[config.mk]
export PLATFORM = sky130hd
export DESIGN_NAME = fp_add_arbiter_flat
export DESIGN_NICKNAME = d
export VERILOG_FILES = /design/src/rtl/fp_add_arbiter_if.sv /design/src/rtl/fp_add_arbiter.sv /design/src/flat_wrapper.sv
export SDC_FILE = /design/constraint.sdc
export NUM_CORES = 1
export LEC_CHECK = 0
export ABC_AREA = 1
export CAP_MARGIN = 20
export CORE_MARGIN = 1.5
export CORE_UTILIZATION = 30
export CTS_CLUSTER_SIZE = 40
export DETAILED_ROUTE_END_ITERATION = 10
export DONT_BUFFER_PORTS = 1
export PLACE_DENSITY_LB_ADDON = 0.08
export RECOVER_POWER = 100
export SETUP_SLACK_MARGIN = 0.1
export SYNTH_ARGS = -nofsm -noshare
export SYNTH_HDL_FRONTEND = slang
export SYNTH_SLANG_ARGS = --single-unit
[constraint.sdc]
create_clock -name clk -period 11.15 [get_ports clk]
set_clock_uncertainty 0.2 [all_clocks]
set_input_delay 1.115 -clock clk [delete_from_list [all_inputs] [get_ports clk]]
set_output_delay 1.115 -clock clk [all_outputs]
set_load 0.01 [all_outputs]
[src/rtl/fp_add_arbiter_if.sv]
// ----------------------------------------------------------------------------
// fp_add_arbiter_if
// Purpose : Bundles the two requester channels and the result channel of the
//           shared floating-point adder arbiter.
// Signals : req0_valid/req0_ready/req0_a/req0_b  requester 0 operand channel
//           req1_valid/req1_ready/req1_a/req1_b  requester 1 operand channel
//           res_valid/res_ready                   result handshake
//           res_data/res_id/res_ovf               sum, owner ID, overflow flag
//           Operands and sum are packed {sign[12], exp[11:8], frac[7:0]}.
// Modports: master = producers/consumer side, slave = arbiter side.
// ----------------------------------------------------------------------------
interface fp_add_arbiter_if;
   logic        req0_valid;
   logic        req0_ready;
   logic [12:0] req0_a;
   logic [12:0] req0_b;
   logic        req1_valid;
   logic        req1_ready;
   logic [12:0] req1_a;
   logic [12:0] req1_b;
   logic        res_valid;
   logic        res_ready;
   logic [12:0] res_data;
   logic        res_id;
   logic        res_ovf;

   modport master (
      output req0_valid, req0_a, req0_b,
      output req1_valid, req1_a, req1_b,
      output res_ready,
      input  req0_ready, req1_ready,
      input  res_valid, res_data, res_id, res_ovf
   );

   modport slave (
      input  req0_valid, req0_a, req0_b,
      input  req1_valid, req1_a, req1_b,
      input  res_ready,
      output req0_ready, req1_ready,
      output res_valid, res_data, res_id, res_ovf
   );
endinterface

[src/rtl/fp_add_arbiter.sv]
// ----------------------------------------------------------------------------
// fp_add_arbiter
// Purpose : Shares one combinational floating-point adder between two
//           requesters. A winner's operand pair is latched in IDLE, the sum is
//           registered in CALC and presented in OUT until the consumer takes it.
//           Exponent wrap on a same-sign add saturates the result and raises
//           res_ovf.
// Format  : {sign[12], exp[11:8], frac[7:0]}, frac carries an explicit leading
//           one in bit 7; no rounding (bits shifted out are dropped).
// Ports   : clk    clock, rising edge
//           reset  synchronous active-high reset
//           bus    fp_add_arbiter_if.slave (requester and result channels)
// Params  : ARB_MODE     0 = round-robin, 1 = fixed priority to req0 with a
//                        starvation guard for req1
//           STARVE_LIMIT consecutive req0 grants while req1 waits before req1
//                        is forced (ARB_MODE=1), 1..15
// ----------------------------------------------------------------------------
module fp_add_arbiter #(
   parameter int unsigned ARB_MODE     = 0,
   parameter int unsigned STARVE_LIMIT = 3
) (
   input  logic              clk,
   input  logic              reset,
   fp_add_arbiter_if.slave   bus
);

   typedef enum logic [1:0] {S_IDLE, S_CALC, S_OUT} state_t;

   state_t      state_q, state_d;
   logic [12:0] a_q, a_d;
   logic [12:0] b_q, b_d;
   logic        id_q, id_d;
   logic        last_id_q, last_id_d;
   logic [3:0]  wait_cnt_q, wait_cnt_d;
   logic [12:0] res_data_q, res_data_d;
   logic        res_id_q, res_id_d;
   logic        res_ovf_q, res_ovf_d;

   logic        win;
   logic [12:0] sum;
   logic [3:0]  exp_max;
   logic        ovf;

   // Shared adder: align the smaller magnitude, add/subtract, renormalise.
   function automatic logic [12:0] fp_add(input logic [12:0] a, input logic [12:0] b);
      logic       a_big;
      logic       s_big, s_sml;
      logic [3:0] e_big, e_sml, e_res;
      logic [7:0] f_big, f_sml, f_shf, f_res;
      logic [8:0] mag;
      a_big = (a[11:8] > b[11:8]) || ((a[11:8] == b[11:8]) && (a[7:0] >= b[7:0]));
      s_big = a_big ? a[12]   : b[12];
      s_sml = a_big ? b[12]   : a[12];
      e_big = a_big ? a[11:8] : b[11:8];
      e_sml = a_big ? b[11:8] : a[11:8];
      f_big = a_big ? a[7:0]  : b[7:0];
      f_sml = a_big ? b[7:0]  : a[7:0];
      f_shf = f_sml >> (e_big - e_sml);
      if (s_big == s_sml) mag = {1'b0, f_big} + {1'b0, f_shf};
      else                mag = {1'b0, f_big} - {1'b0, f_shf};
      // Carry out: shift right and bump the exponent (wraps 15 -> 0).
      if (mag[8]) begin
         f_res = mag[8:1];
         e_res = e_big + 4'd1;
      end else begin
         f_res = mag[7:0];
         e_res = e_big;
      end
      // Cancellation: restore the leading one while the exponent allows it.
      for (int i = 0; i < 8; i++) begin
         if (!f_res[7] && (f_res != 8'h00) && (e_res != 4'h0)) begin
            f_res = f_res << 1;
            e_res = e_res - 4'd1;
         end
      end
      if (f_res == 8'h00) e_res = 4'h0;
      return {s_big, e_res, f_res};
   endfunction

   // Largest representable magnitude with the operands' sign.
   function automatic logic [12:0] sat_max(input logic sign);
      return {sign, 4'hF, 8'hFF};
   endfunction

   assign sum     = fp_add(a_q, b_q);
   assign exp_max = (a_q[11:8] > b_q[11:8]) ? a_q[11:8] : b_q[11:8];
   // Exponent wrap can only come from a same-sign add at the top exponent.
   assign ovf     = (a_q[12] == b_q[12]) && (exp_max == 4'hF) && (sum[11:8] == 4'h0);

   // Winner selection; only meaningful when at least one requester is valid.
   always_comb begin
      win = bus.req1_valid;
      if (bus.req0_valid && bus.req1_valid) begin
         if (ARB_MODE == 0) win = ~last_id_q;
         else               win = (wait_cnt_q == 4'(STARVE_LIMIT));
      end
   end

   assign bus.req0_ready = (state_q == S_IDLE) && bus.req0_valid && !win;
   assign bus.req1_ready = (state_q == S_IDLE) && bus.req1_valid &&  win;
   assign bus.res_valid  = (state_q == S_OUT);
   assign bus.res_data   = res_data_q;
   assign bus.res_id     = res_id_q;
   assign bus.res_ovf    = res_ovf_q;

   always_comb begin
      state_d    = state_q;
      a_d        = a_q;
      b_d        = b_q;
      id_d       = id_q;
      last_id_d  = last_id_q;
      wait_cnt_d = wait_cnt_q;
      res_data_d = res_data_q;
      res_id_d   = res_id_q;
      res_ovf_d  = res_ovf_q;
      case (state_q)
         S_IDLE: begin
            if (bus.req0_valid || bus.req1_valid) begin
               a_d       = win ? bus.req1_a : bus.req0_a;
               b_d       = win ? bus.req1_b : bus.req0_b;
               id_d      = win;
               last_id_d = win;
               // Count req0 grants taken while req1 was waiting.
               if (!win && bus.req1_valid)
                  wait_cnt_d = (wait_cnt_q == 4'hF) ? 4'hF : wait_cnt_q + 4'd1;
               else
                  wait_cnt_d = 4'h0;
               state_d = S_CALC;
            end
         end
         S_CALC: begin
            res_id_d  = id_q;
            res_ovf_d = ovf;
            if (ovf)                       res_data_d = sat_max(a_q[12]);
            else if (sum[11:0] == 12'h000) res_data_d = 13'h0000;
            else                           res_data_d = sum;
            state_d = S_OUT;
         end
         S_OUT: begin
            if (bus.res_ready) state_d = S_IDLE;
         end
         default: state_d = S_IDLE;
      endcase
   end

   always_ff @(posedge clk) begin
      if (reset) begin
         state_q    <= S_IDLE;
         a_q        <= 13'h0000;
         b_q        <= 13'h0000;
         id_q       <= 1'b0;
         last_id_q  <= 1'b1;
         wait_cnt_q <= 4'h0;
         res_data_q <= 13'h0000;
         res_id_q   <= 1'b0;
         res_ovf_q  <= 1'b0;
      end else begin
         state_q    <= state_d;
         a_q        <= a_d;
         b_q        <= b_d;
         id_q       <= id_d;
         last_id_q  <= last_id_d;
         wait_cnt_q <= wait_cnt_d;
         res_data_q <= res_data_d;
         res_id_q   <= res_id_d;
         res_ovf_q  <= res_ovf_d;
      end
   end

endmodule
[src/flat_wrapper.sv]
// flat-port wrapper written by rule: the top's interface ports become plain ports
module fp_add_arbiter_flat 
#(
   parameter int unsigned ARB_MODE     = 0,
   parameter int unsigned STARVE_LIMIT = 3
)
  (clk, reset, bus_req0_valid, bus_req0_a, bus_req0_b, bus_req1_valid, bus_req1_a, bus_req1_b, bus_res_ready, bus_req0_ready, bus_req1_ready, bus_res_valid, bus_res_data, bus_res_id, bus_res_ovf);
  fp_add_arbiter_if bus_i ();
  input  logic clk;
  input  logic reset;
  input wire logic [$bits(bus_i.req0_valid)-1:0] bus_req0_valid;
  input wire logic [$bits(bus_i.req0_a)-1:0] bus_req0_a;
  input wire logic [$bits(bus_i.req0_b)-1:0] bus_req0_b;
  input wire logic [$bits(bus_i.req1_valid)-1:0] bus_req1_valid;
  input wire logic [$bits(bus_i.req1_a)-1:0] bus_req1_a;
  input wire logic [$bits(bus_i.req1_b)-1:0] bus_req1_b;
  input wire logic [$bits(bus_i.res_ready)-1:0] bus_res_ready;
  output wire logic [$bits(bus_i.req0_ready)-1:0] bus_req0_ready;
  output wire logic [$bits(bus_i.req1_ready)-1:0] bus_req1_ready;
  output wire logic [$bits(bus_i.res_valid)-1:0] bus_res_valid;
  output wire logic [$bits(bus_i.res_data)-1:0] bus_res_data;
  output wire logic [$bits(bus_i.res_id)-1:0] bus_res_id;
  output wire logic [$bits(bus_i.res_ovf)-1:0] bus_res_ovf;
  assign bus_i.req0_valid = bus_req0_valid;
  assign bus_i.req0_a = bus_req0_a;
  assign bus_i.req0_b = bus_req0_b;
  assign bus_i.req1_valid = bus_req1_valid;
  assign bus_i.req1_a = bus_req1_a;
  assign bus_i.req1_b = bus_req1_b;
  assign bus_i.res_ready = bus_res_ready;
  assign bus_req0_ready = bus_i.req0_ready;
  assign bus_req1_ready = bus_i.req1_ready;
  assign bus_res_valid = bus_i.res_valid;
  assign bus_res_data = bus_i.res_data;
  assign bus_res_id = bus_i.res_id;
  assign bus_res_ovf = bus_i.res_ovf;
  fp_add_arbiter #(.ARB_MODE(ARB_MODE), .STARVE_LIMIT(STARVE_LIMIT)) u_core (.clk(clk), .reset(reset), .bus(bus_i));
endmodule
# Yosys cells after proc, flatten, opt, wreduce, memory -nomap -nowiden
# Index checks and enable logic that the tools add are counted.
classes:
  n_addsub: 12
  n_mul: 0
  div: 0
  order_cmp: 2
  n_eq_ne: 8
  n_shift: 1
  mux: 35
  bitwise: 1
  reduce_logical: 57
ops:
  columns: ["operator", "n"]
  rows:
  - ["$mux W8", 11]
  - ["$reduce_bool A8 Y1", 8]
  - ["$mux W13", 4]
  - ["$mux W4", 13]
  - ["$reduce_bool A4 Y1", 8]
  - ["$sub A4 B1 Y4 const B", 8]
  - ["$logic_and A1 B1 Y1", 24]
  - ["$logic_not A12 Y1", 1]
  - ["$add A8 B8 Y9", 1]
  - ["$logic_not A1 Y1", 9]
  - ["$mux W9", 1]
  - ["$sub A8 B8 Y9", 1]
  - ["$ge A8 B8 Y1", 1]
  - ["$logic_not A8 Y1", 1]
  - ["$shr A8 B4 Y8", 1]
  - ["$pmux W2 S3", 1]
  - ["$add A4 B1 Y4 const B", 1]
  - ["$eq A4 B4 Y1", 1]
  - ["$eq A4 B4 Y1 const B", 1]
  - ["$gt A4 B4 Y1", 1]
  - ["$logic_not A4 Y1", 1]
  - ["$mux W2", 2]
  - ["$ne A2 B2 Y1 const B", 2]
  - ["$reduce_and A2 Y1", 2]
  - ["8 further kinds", 12]
word_totals:
  ff_bits: 45
  latch_bits: 0
  ramBits: 0
  romBits: 0
  inputBits: 57
  out_inout_bits: 18
  elab_cells: 124
  n_memories: 0

# Longest topological paths before layout
# Gate-level depths: netlist of run 1.
depth:
  depth_word: 46
  ltp_mapped: 105
  depth_no_buf: 100

# Worst setup path after synthesis of run 1
# OpenSTA, ideal clock, no wires.
synth_timing:
  path_type: "register -> register"
  from: "register u_core.b_q[10]"
  to: "register u_core.res_data_q[3], in the netlist u_core.bus.res_data[3]"
  setup_ns: 0.145
  arrival_ns: 11.266
  required_time_ns: 10.805
  path_slack_ns: -0.461
  path_stages_with_launch: 93
  path_buffers: 8
  period_less_slack_ns: 11.611
  cell_sequence: "dfxtp_1 -> inv_1 -> ha_1 -> nand2_2 -> nor3_4 -> nand4_4 -> nand3_2 -> nand3_1 -> ha_1 -> inv_2 -> nand3_1 -> o21ai_2 -> or2_2 -> nand3_1 -> ha_1 -> nand2_1 -> o21ai_0 -> fa_1 -> [... 57 more ...] -> inv_1 -> nor2_1 -> nand2_2 -> nand2_2 -> buf_4 -> xor2_2 -> ha_1 -> inv_1 -> nor2_1 -> nand2_2 -> nand2_2 -> buf_6 -> nand2_1 -> a21oi_2 -> nor2_4 -> nand2_2 -> buf_6 -> a41oi_2"
synth_via:
  elab_chain_len: 46
  word_cells_on_any_way: 93
  classes_between: "add/sub (12); order compare (1); eq/ne (3); shift (1); mux (29); reduce/logical (47)"
synth_lines:
  columns: ["item", "line_no", "text"]
  rows:
  - ["start, declared", "fp_add_arbiter.sv:31", "logic [12:0] b_q, b_d;"]
  - ["start signal, assigned", "fp_add_arbiter.sv:150", "b_q <= 13'h0000;"]
  - ["start signal, assigned", "fp_add_arbiter.sv:160", "b_q <= b_d;"]
  - ["branches (longest 45 deep; another with $sub A8 B8 Y9)", null, null]
  - ["$mux W13 *", "fp_add_arbiter.sv:134", "if (ovf) res_data_d = sat_max(a_q[12]);"]
  - ["end signal, assigned", "fp_add_arbiter.sv:164", "res_data_q <= res_data_d;"]
  - ["end, declared", "fp_add_arbiter.sv:35", "logic [12:0] res_data_q, res_data_d;"]
# Mark *: on every way between the ends.
# A chain may end at the register's enable or synchronous reset.

# Worst setup path in the final report of run 1
layout_timing:
  from: "register u_core.b_q[9]"
  to: "register u_core.res_data_q[12], in the netlist u_core.bus.res_data[12]"
# The elaborated chain is that of the path after synthesis.

==> summary.md, run 1 <==
| Metric | Value |
|---|---|
| Status | `complete, no violations` |
| Clk sinks | `45` |
| Number of nets still failing antenna checks after routing | `0` |
| Actual slew at the worst max-slew pin | `1133 ps` |
| TNS Setup | `0 ps` |
| Hpwl dp | `14410 um` |
| Register area share after synthesis | `14.85%` |
| CTS clk-pin slew, worst paths | `60 ps` |
| Antenna violations before repair | `0` |
| Critical Path Sink Type | `register` |
| Arr. time, crit path | `10390 ps` |
| Grt ovf | `0` |
| CP dominant cell by count | `nand2_2` |
| Vias | `6481` |
| Share of Yosys cell area claimed by the top area cell type | `19.19%` |
| Largest area contributor in the netlist | `nand2_1` |
| Final-stage net count | `1197` |
| DR iter-0 viols | `242` |
| Layout cell share with drive strength beyond 1 | `32.79%` |
| Core area | `0.01965 mm^2` |
| WL per Instance | `13.24 um` |
| Worst EP required | `11170 ps` |
| I/O pins | `75` |
| Final Non-Filler Cells | `1366` |
| Slowest-stage cell, CP | `fa_2` |
| Layout area overhead | `31.77%` |
| H-Tree Depth | `2` |
| Die Span Y | `145.2 um` |
| Final worst-path cycle share | `93.08%` |
| Fmax | `96.36 MHz` |
| GR Util met3 | `1.384%` |
| Crit Path Class | `register to register` |
| DR vias/cell | `4.745` |
| Worst-skew pair later-pin latency | `280 ps` |
| Worst Hold Path EP | `u_core.id_q` |
| Final Slew Violations | `0` |
| Syn_area_per_cell | `6.022 um^2` |
| Inserted Clock Buffers | `5` |
| Max-Cap Viols | `0` |
| Die ar. | `0.02108 mm^2` |
| Final Hold Fails | `0` |
| DR pass1 iterations | `5` |
| Worst R2R End | `u_core.bus.res_data[12]` |
| Cell Area, Placed | `0.006818 mm^2` |
| Largest cells by area after synthesis | `nand2_1 19%, dfxtp_1 15%, ha_1 7.8%` |
| Placed cells | `1306` |
| Post-route design area | `0.007991 mm^2` |
| Worst min path class | `register to register` |
| Clock root buffer | `clkbuf_16` |
| CP peak stage delay | `390 ps` |
| M1 GR Usage | `24.07%` |
| Vias in the first global route | `5831` |
| Antenna cell count | `0` |
| CTS Buffer Depth | `2` |
| Cell variety after synth | `46` |
| Hold Buf Count CTS | `0` |
| Reg2reg setup slack | `770 ps` |
| Syn Nets | `1103` |
| Min Clock Period, post-route | `10380 ps` |
| GRT Resource Usage Total | `16.09%` |
| Hold path start | `u_core.id_q` |
| Gr busiest metal | `met2` |
| Worst Reg-to-Reg Cells | `87` |
| RD Place Congestion | `0.8343` |
| Post-route DRC | `0` |
| CP Max Fanout | `8` |
| Post-Syn Area | `0.006065 mm^2` |
| Largest net degree at the start of global routing | `47` |
| Starting Density | `30.86%` |
| I/O Buffers | `0` |
| Die Span X | `145.2 um` |
| Met2 usage | `25.45%` |
| # rows | `51` |
| Hold path depth | `2` |
| Synth warn | `0` |
| Final setup viols | `0` |
| Number of synthesized register bits | `45` |
| Mapped Cells | `1007` |
| Global-route wire length before repair | `28790 um` |
| Worst slew margin | `24.48%` |
| Startpoint Class | `register` |
| Worst r2r src | `u_core.b_q[9]` |
| Routed WL | `18080 um` |
| CTS tree | `yes` |
[sequential cells by signal (all words and copies together), names as in the netlist]
name	cells
u_core.a_q	13
u_core.id_q	1
u_core.bus.res_id	1
u_core.bus.res_ovf	1
u_core.last_id_q	1
u_core.b_q	13
u_core.bus.res_data	13
u_core.state_q	2
[how the worst max path moves through the flow]
| stage | from | endpoint | slack (ps) | cells past startpoint |
|---|---|---|---|---|
| floorplan | u_core.b_q[10] | u_core.bus.res_data[3] | 100 | 94 |
| global route | u_core.b_q[10] | u_core.bus.res_data[12] | -60 | 87 |
| finish | u_core.b_q[9] | u_core.bus.res_data[12] | 770 | 87 |
| CTS | u_core.b_q[10] | u_core.bus.res_data[12] | 110 | 89 |
| global placement | u_core.b_q[11] | u_core.bus.res_data[1] | -160 | 85 |
| detailed placement | u_core.b_q[11] | u_core.bus.res_data[12] | -300 | 87 |
[worst max-delay path: cells and delay by family (launching register included)]
family,cells,cell delay [ps]
DFF,1,330
buffers and inverters,13,1090
and+or+nand+nor,58,5840
adders and majority gates,10,2020
xor gates and xnor gates,1,190
AOI/OAI and AO/OA,5,620
[cell usage after synthesis, drive strengths merged]
master	n
o21bai	3
ha	38
a31oi	31
o211ai	3
a21oi	26
o21ai	83
nand4	7
dfxtp	45
nand3b	8
mux2i	4
a21o	1
or2	19
clkbuf	19
fa	1
buf	13
nor3	1
o21a	20
clkinv	2
nor2	70
a41oi	7
o31ai	1
xor2	10
nand3	102
a211oi	1
and2	1
xnor2	5
inv	127
nand2	359
[kinds of logic after synthesis]
family | after synthesis | synth area share [%]
simple gates | 567 | 44.87
mux | 4 | 0.6602
xor+xnor | 15 | 2.290
compound gates | 176 | 17.97
buf+inv | 161 | 11.18
flops | 45 | 14.85
fa+ha+maj | 39 | 8.170
[placed cells by master, fill, tap and decap left out, types with 4 or more instances in the layout]
master     synthesis  layout
nand3_1           93      78
nor2_4             8      12
ha_4               0      16
a41oi_2            4       4
inv_1            114     107
a21oi_2            6       6
inv_2             13      16
o21a_1            20      20
o21ai_0           74      70
nand2_1          310     266
a31oi_1           31      31
nor2_2             7      17
or2_2             19      18
nor2_1            53      39
nand4_1            6       6
mux2i_1            4       4
nand2_2           41      66
a21oi_1           20      17
xnor2_1            5       5
nand2_4            8      26
xor2_1             9       9
buf_4              2     107
nand3b_1           8       8
dfxtp_1           45      36
nand3_4            3       8
nand3_2            6      16
ha_1              38      22
o21ai_1            4       5
buf_6              7       8
o21ai_2            5       6
dfxtp_2            0       9
clkbuf_16          0       5
[area by class of cell]
cell class / count / area, um^2
multi-input cells: 802 / 5164
repair buffers: 118 / 928.4
inverters: 129 / 495.5
fillers: 2243 / 11660
well taps: 265 / 331.6
clock buffers: 5 / 125.1
flip-flops and latches: 45 / 912.1
clock inverters: 2 / 35.03
[per-layer routing]
| layer | part of all wire, % | up-vias |
|---|---|---|
| met5 | 0 | - |
| met4 | 0.41 | 0 |
| met3 | 3.7 | 7 |
| met2 | 44 | 114 |
| met1 | 51 | 2904 |
| li1 | - | 3456 |
[timing repair]
item,in CTS,in global routing
gates cloned,0,1
pin swaps,13,80
buffers inserted,9,42
resized for setup,17,127
setup endpoints to repair,14,14
[metrics by stage]
| stage | worst slack (ps) | hold WS (ps) | utilization (%) |
|---|---|---|---|
| 2_1_floorplan | 104.3 | 236.1 | - |
| 3_3_place_gp | -156.0 | 260.1 | 34.69 |
| 3_5_place_dp | -299.5 | 258.1 | 34.69 |
| 4_1_cts | 113.9 | 267.8 | 36.28 |
| 5_1_grt | -59.88 | 292.7 | 40.66 |
| 6_report | 771.8 | 264.7 | 40.66 |
Power of run 1 is left out: the tool's default activity adds up to more than one toggle a clock period on the data nets, which glitch-free logic cannot reach.
==> run 2, diff against run 1 <==
- CORE_ASPECT_RATIO: not set -> 1.75
==> summary.md, run 2 (synthesis gave the netlist of run 1 again) <==
| Metric | Value |
|---|---|
| Status | `complete, no violations` |
| Final worst-path setup slack | `814.3 ps` |
| CP peak stage delay | `360 ps` |
| Setup WS pre-CTS | `-91.06 ps` |
| RD Place Congestion | `0.9024` |
| Grt ovf | `0` |
| I/O pins | `75` |
| Final setup viols | `0` |
| Min Clock Period, post-route | `10340 ps` |
| Antenna violations before repair | `0` |
| WL per Instance | `14.19 um` |
| Commonest non-fill, non-tap cell in the layout | `nand2_1` |
| Final-stage net count | `1212` |
| CP dominant cell by count | `nand2_2` |
| H-Tree Depth | `2` |
| CP Max Fanout | `7` |
| CTS clk-pin slew, worst paths | `70 ps` |
| Crit Path Class | `register to register` |
| Die Span Y | `191.1 um` |
| Worst min path class | `register to register` |
| Clk sinks | `45` |
| Actual slew at the worst max-slew pin | `882.1 ps` |
| WHS | `259.9 ps` |
| Worst-skew pair later-pin latency | `310 ps` |
| Hpwl dp | `16200 um` |
| Largest net degree at the start of global routing | `53` |
| Final Slew Violations | `0` |
| Final Non-Filler Cells | `1362` |
| Placed cells | `1301` |
| Inserted Clock Buffers | `5` |
| Number of nets still failing antenna checks after routing | `0` |
| Die ar. | `0.02111 mm^2` |
| Worst slew margin | `41.05%` |
| Antenna cell count | `0` |
| Global-route wire length before repair | `31020 um` |
| GRT Resource Usage Total | `18.09%` |
| Startpoint Class | `register` |
| Worst EP required | `11190 ps` |
| Critical Path Sink Type | `register` |
| Most frequent cells in the layout | `269 x nand2_1, 121 x buf_4, 105 x inv_1, 71 x nand2_2, 70 x o21ai_0` |
| Layout cell share with drive strength beyond 1 | `35.63%` |
| Final worst-path cycle share | `92.70%` |
| Fmax | `96.75 MHz` |
| CTS Buffer Depth | `2` |
| Vias | `6632` |
| Slowest-stage cell, CP | `dfxtp_4` |
| Fillers | `2178` |
| Starting Density | `30.72%` |
| DR pass1 iterations | `4` |
| Die Span X | `110.5 um` |
| Routed WL | `19330 um` |
| Arr. time, crit path | `10380 ps` |
| Core area | `0.01974 mm^2` |
| RSZ-0062 raised after global routing | `false` |
| CTS tree | `yes` |
| Post-route DRC | `0` |
| DR iter-0 viols | `156` |
| Vias in the first global route | `6527` |
| Clock root buffer | `clkbuf_16` |
| I/O Buffers | `0` |
| Hold Buf Count CTS | `0` |
| # rows | `68` |
| DR vias/cell | `4.869` |
| Final Hold Fails | `0` |
| Layout area overhead | `34.87%` |
| Max-Cap Viols | `0` |
-- run 2: path summary, 6_finish.rpt --
check | startpoint | slack, ps | cells past startpoint | endpoint
min | u_core.id_q | 260 | 2 | u_core.id_q
max | u_core.b_q[10] | 810 | 87 | u_core.bus.res_data[0]
max reg2reg | u_core.b_q[10] | 810 | 87 | u_core.bus.res_data[0]
min reg2reg | u_core.id_q | 260 | 2 | u_core.id_q
-- run 2: layout make-up --
type	count	area [um^2]	share of cell area [%]
multi-input combinational	803	5258	64.28
timing repair buffer	132	1055	12.90
sequential	45	920.9	11.26
inverter	129	489.2	5.981
tap	245	306.5	3.748
clock buffer	5	125.1	1.530
clock inverter	3	25.02	0.3060
-- run 2: metal layers --
metal  wire (um)  vias to the layer above  global-route usage, %  part of all wire [%]
li1            -                     3497                      -                     -
met1        6503                     2992                  15.98                    34
met2       11720                      107                  39.53                    61
met3         338                       36                  1.427                   1.7
met4         762                        0                  8.580                   3.9
met5           0                        -                      0                     0
-- run 2: worst max-delay path, delay by kind of cell, from the launching register on --
kind	cells	cell delay, ps
adder cells (fa/ha/maj)	9	1880
buffers and inverters	14	1170
flip-flops	1	360
XOR/XNOR	2	330
AO/OA/AOI/OAI	8	970
AND/OR/NAND/NOR	54	5320
-- run 2: what timing repair did --
action / CTS / global route
setup endpoints to repair: 13 / 14
pin swaps: 7 / 87
gates cloned: 1 / 1
endpoints found under the hold margin: 0 / 0
buffers inserted: 2 / 49
resized for setup: 12 / 150
-- run 2: stage by stage --
| step | util [%] | TNS, ps | instance area [um^2] |
|---|---|---|---|
| floorplan | - | 0 | 6192 |
| global placement | 34.98 | -131.9 | 6905 |
| detailed placement | 34.98 | -202.1 | 6905 |
| CTS | 36.14 | 0 | 7134 |
| global route | 41.44 | 0 | 8179 |
| finish | 41.44 | 0 | 8179 |
Power of run 2 is left out for the same reason.
==> run 3, diff against run 2 <==
- MAX_ROUTING_LAYER: not set -> met4
==> summary.md, run 3 (synthesis gave the netlist of run 1 again) <==
| Metric | Value |
|---|---|
| Vias | `6625` |
| Fillers | `2177` |
| CP dominant cell by count | `nand2_2` |
| Status | `complete, no violations` |
| Worst-skew pair later-pin latency | `310 ps` |
| H-Tree Depth | `2` |
| Buf+Inv Stages, Crit Path | `13` |
| Final Hold Fails | `0` |
| GR Util met3 | `1.458%` |
| Die Span Y | `191.1 um` |
| Placed cells | `1301` |
| Antenna cell count | `0` |
| Layout area overhead | `34.91%` |
| Final worst-path cycle share | `92.63%` |
| Arr. time, crit path | `10370 ps` |
| Routed WL | `19330 um` |
| DR pass1 iterations | `4` |
| Post-route design area | `0.008182 mm^2` |
| CTS tree | `yes` |
| Most frequent cells in the layout | `268 x nand2_1, 121 x buf_4, 105 x inv_1, 72 x nand2_2, 70 x o21ai_0` |
| Worst slew margin | `40.15%` |
| Core area | `0.01974 mm^2` |
| Min Clock Period, post-route | `10330 ps` |
| Actual slew at the worst max-slew pin | `895.6 ps` |
| DR iter-0 viols | `190` |
| Antenna violations before repair | `0` |
| Hold Buf Count CTS | `0` |
| Layout cell share with drive strength beyond 1 | `35.72%` |
| Commonest non-fill, non-tap cell in the layout | `nand2_1` |
| Cell Area, Placed | `0.006905 mm^2` |
| Starting Density | `30.72%` |
| Final Slew Violations | `0` |
| TNS Setup | `0 ps` |
| I/O pins | `75` |
| Inserted Clock Buffers | `5` |
| RSZ-0062 raised after global routing | `false` |
| # rows | `68` |
| CTS Buffer Depth | `2` |
| Hpwl dp | `16200 um` |
| Die ar. | `0.02111 mm^2` |
| Critical Path Sink Type | `register` |
| Global-route wire length before repair | `31000 um` |
| Crit Path Class | `register to register` |
| M1 GR Usage | `15.96%` |
| Final Non-Filler Cells | `1362` |
| Max-Cap Viols | `0` |
| Vias in the first global route | `6538` |
| CTS clk-pin slew, worst paths | `70 ps` |
| Gr busiest metal | `met2` |
| Crit-path leading delay family | `simple AND/OR/NAND/NOR gates` |
| Setup WS pre-CTS | `-91.06 ps` |
| Met2 usage | `39.51%` |
| Post-route DRC | `0` |
| I/O Buffers | `0` |
| CP peak stage delay | `360 ps` |
| Die Span X | `110.5 um` |
| Final worst-path setup slack | `821.5 ps` |
| Largest net degree at the start of global routing | `53` |
| CP Max Fanout | `7` |
| Worst EP required | `11190 ps` |
| Clk sinks | `45` |
| GRT Resource Usage Total | `18.60%` |
| Final setup viols | `0` |
| Fmax | `96.82 MHz` |
| RD Place Congestion | `0.9179` |
| Startpoint Class | `register` |
| Number of nets still failing antenna checks after routing | `0` |
| Grt ovf | `0` |
| Final-stage net count | `1212` |
| Worst min path class | `register to register` |
| Clock root buffer | `clkbuf_16` |
| DR vias/cell | `4.864` |
| Slowest-stage cell, CP | `dfxtp_4` |
| WL per Instance | `14.19 um` |
==> run 3: repair_timing <==
action	CTS	global route
gates resized for setup	12	151
pin swaps	7	87
setup endpoints to repair	13	14
buffers inserted	2	49
gates cloned	1	1
==> run 3: final cells by class <==
cell class                 instances  area, um^2  share of cell area [%]
tap                              245       306.5                   3.747
sequential                        45       920.9                   11.26
clock inverter                     3       25.02                  0.3059
inverter                         129       489.2                   5.980
multi-input combinational        803        5260                   64.29
timing repair buffer             132        1055                   12.89
clock buffer                       5       125.1                   1.529
==> run 3: final timing paths <==
kind / start / end / slack (ps) / depth (start not counted)
max reg2reg: u_core.b_q[10] / u_core.bus.res_data[0] / 820 / 88
min: u_core.id_q / u_core.id_q / 260 / 2
min reg2reg: u_core.id_q / u_core.id_q / 260 / 2
max: u_core.b_q[10] / u_core.bus.res_data[0] / 820 / 88
==> run 3: metrics by stage <==
stage / util (%) / hold WS [ps]
3_5_place_dp: 34.98 / 252.3
6_report: 41.45 / 260.3
3_3_place_gp: 34.98 / 251.5
2_1_floorplan: - / 236.1
5_1_grt: 41.45 / 295.3
4_1_cts: 36.14 / 261.8
==> run 3: metal layers <==
metal | share of wire (%) | wire, um | vias to the layer above
met4 | 3.6 | 702 | 0
met3 | 1.7 | 335 | 33
met5 | 0 | 0 | -
li1 | - | - | 3498
met2 | 61 | 11780 | 95
met1 | 34 | 6518 | 2999
==> run 3: worst min-delay path, stage by stage, from the launching register on <==
cell and delay (ps):
dfxtp_1 310, nand2_1 60, a21oi_1 50
Power of run 3 is left out for the same reason.
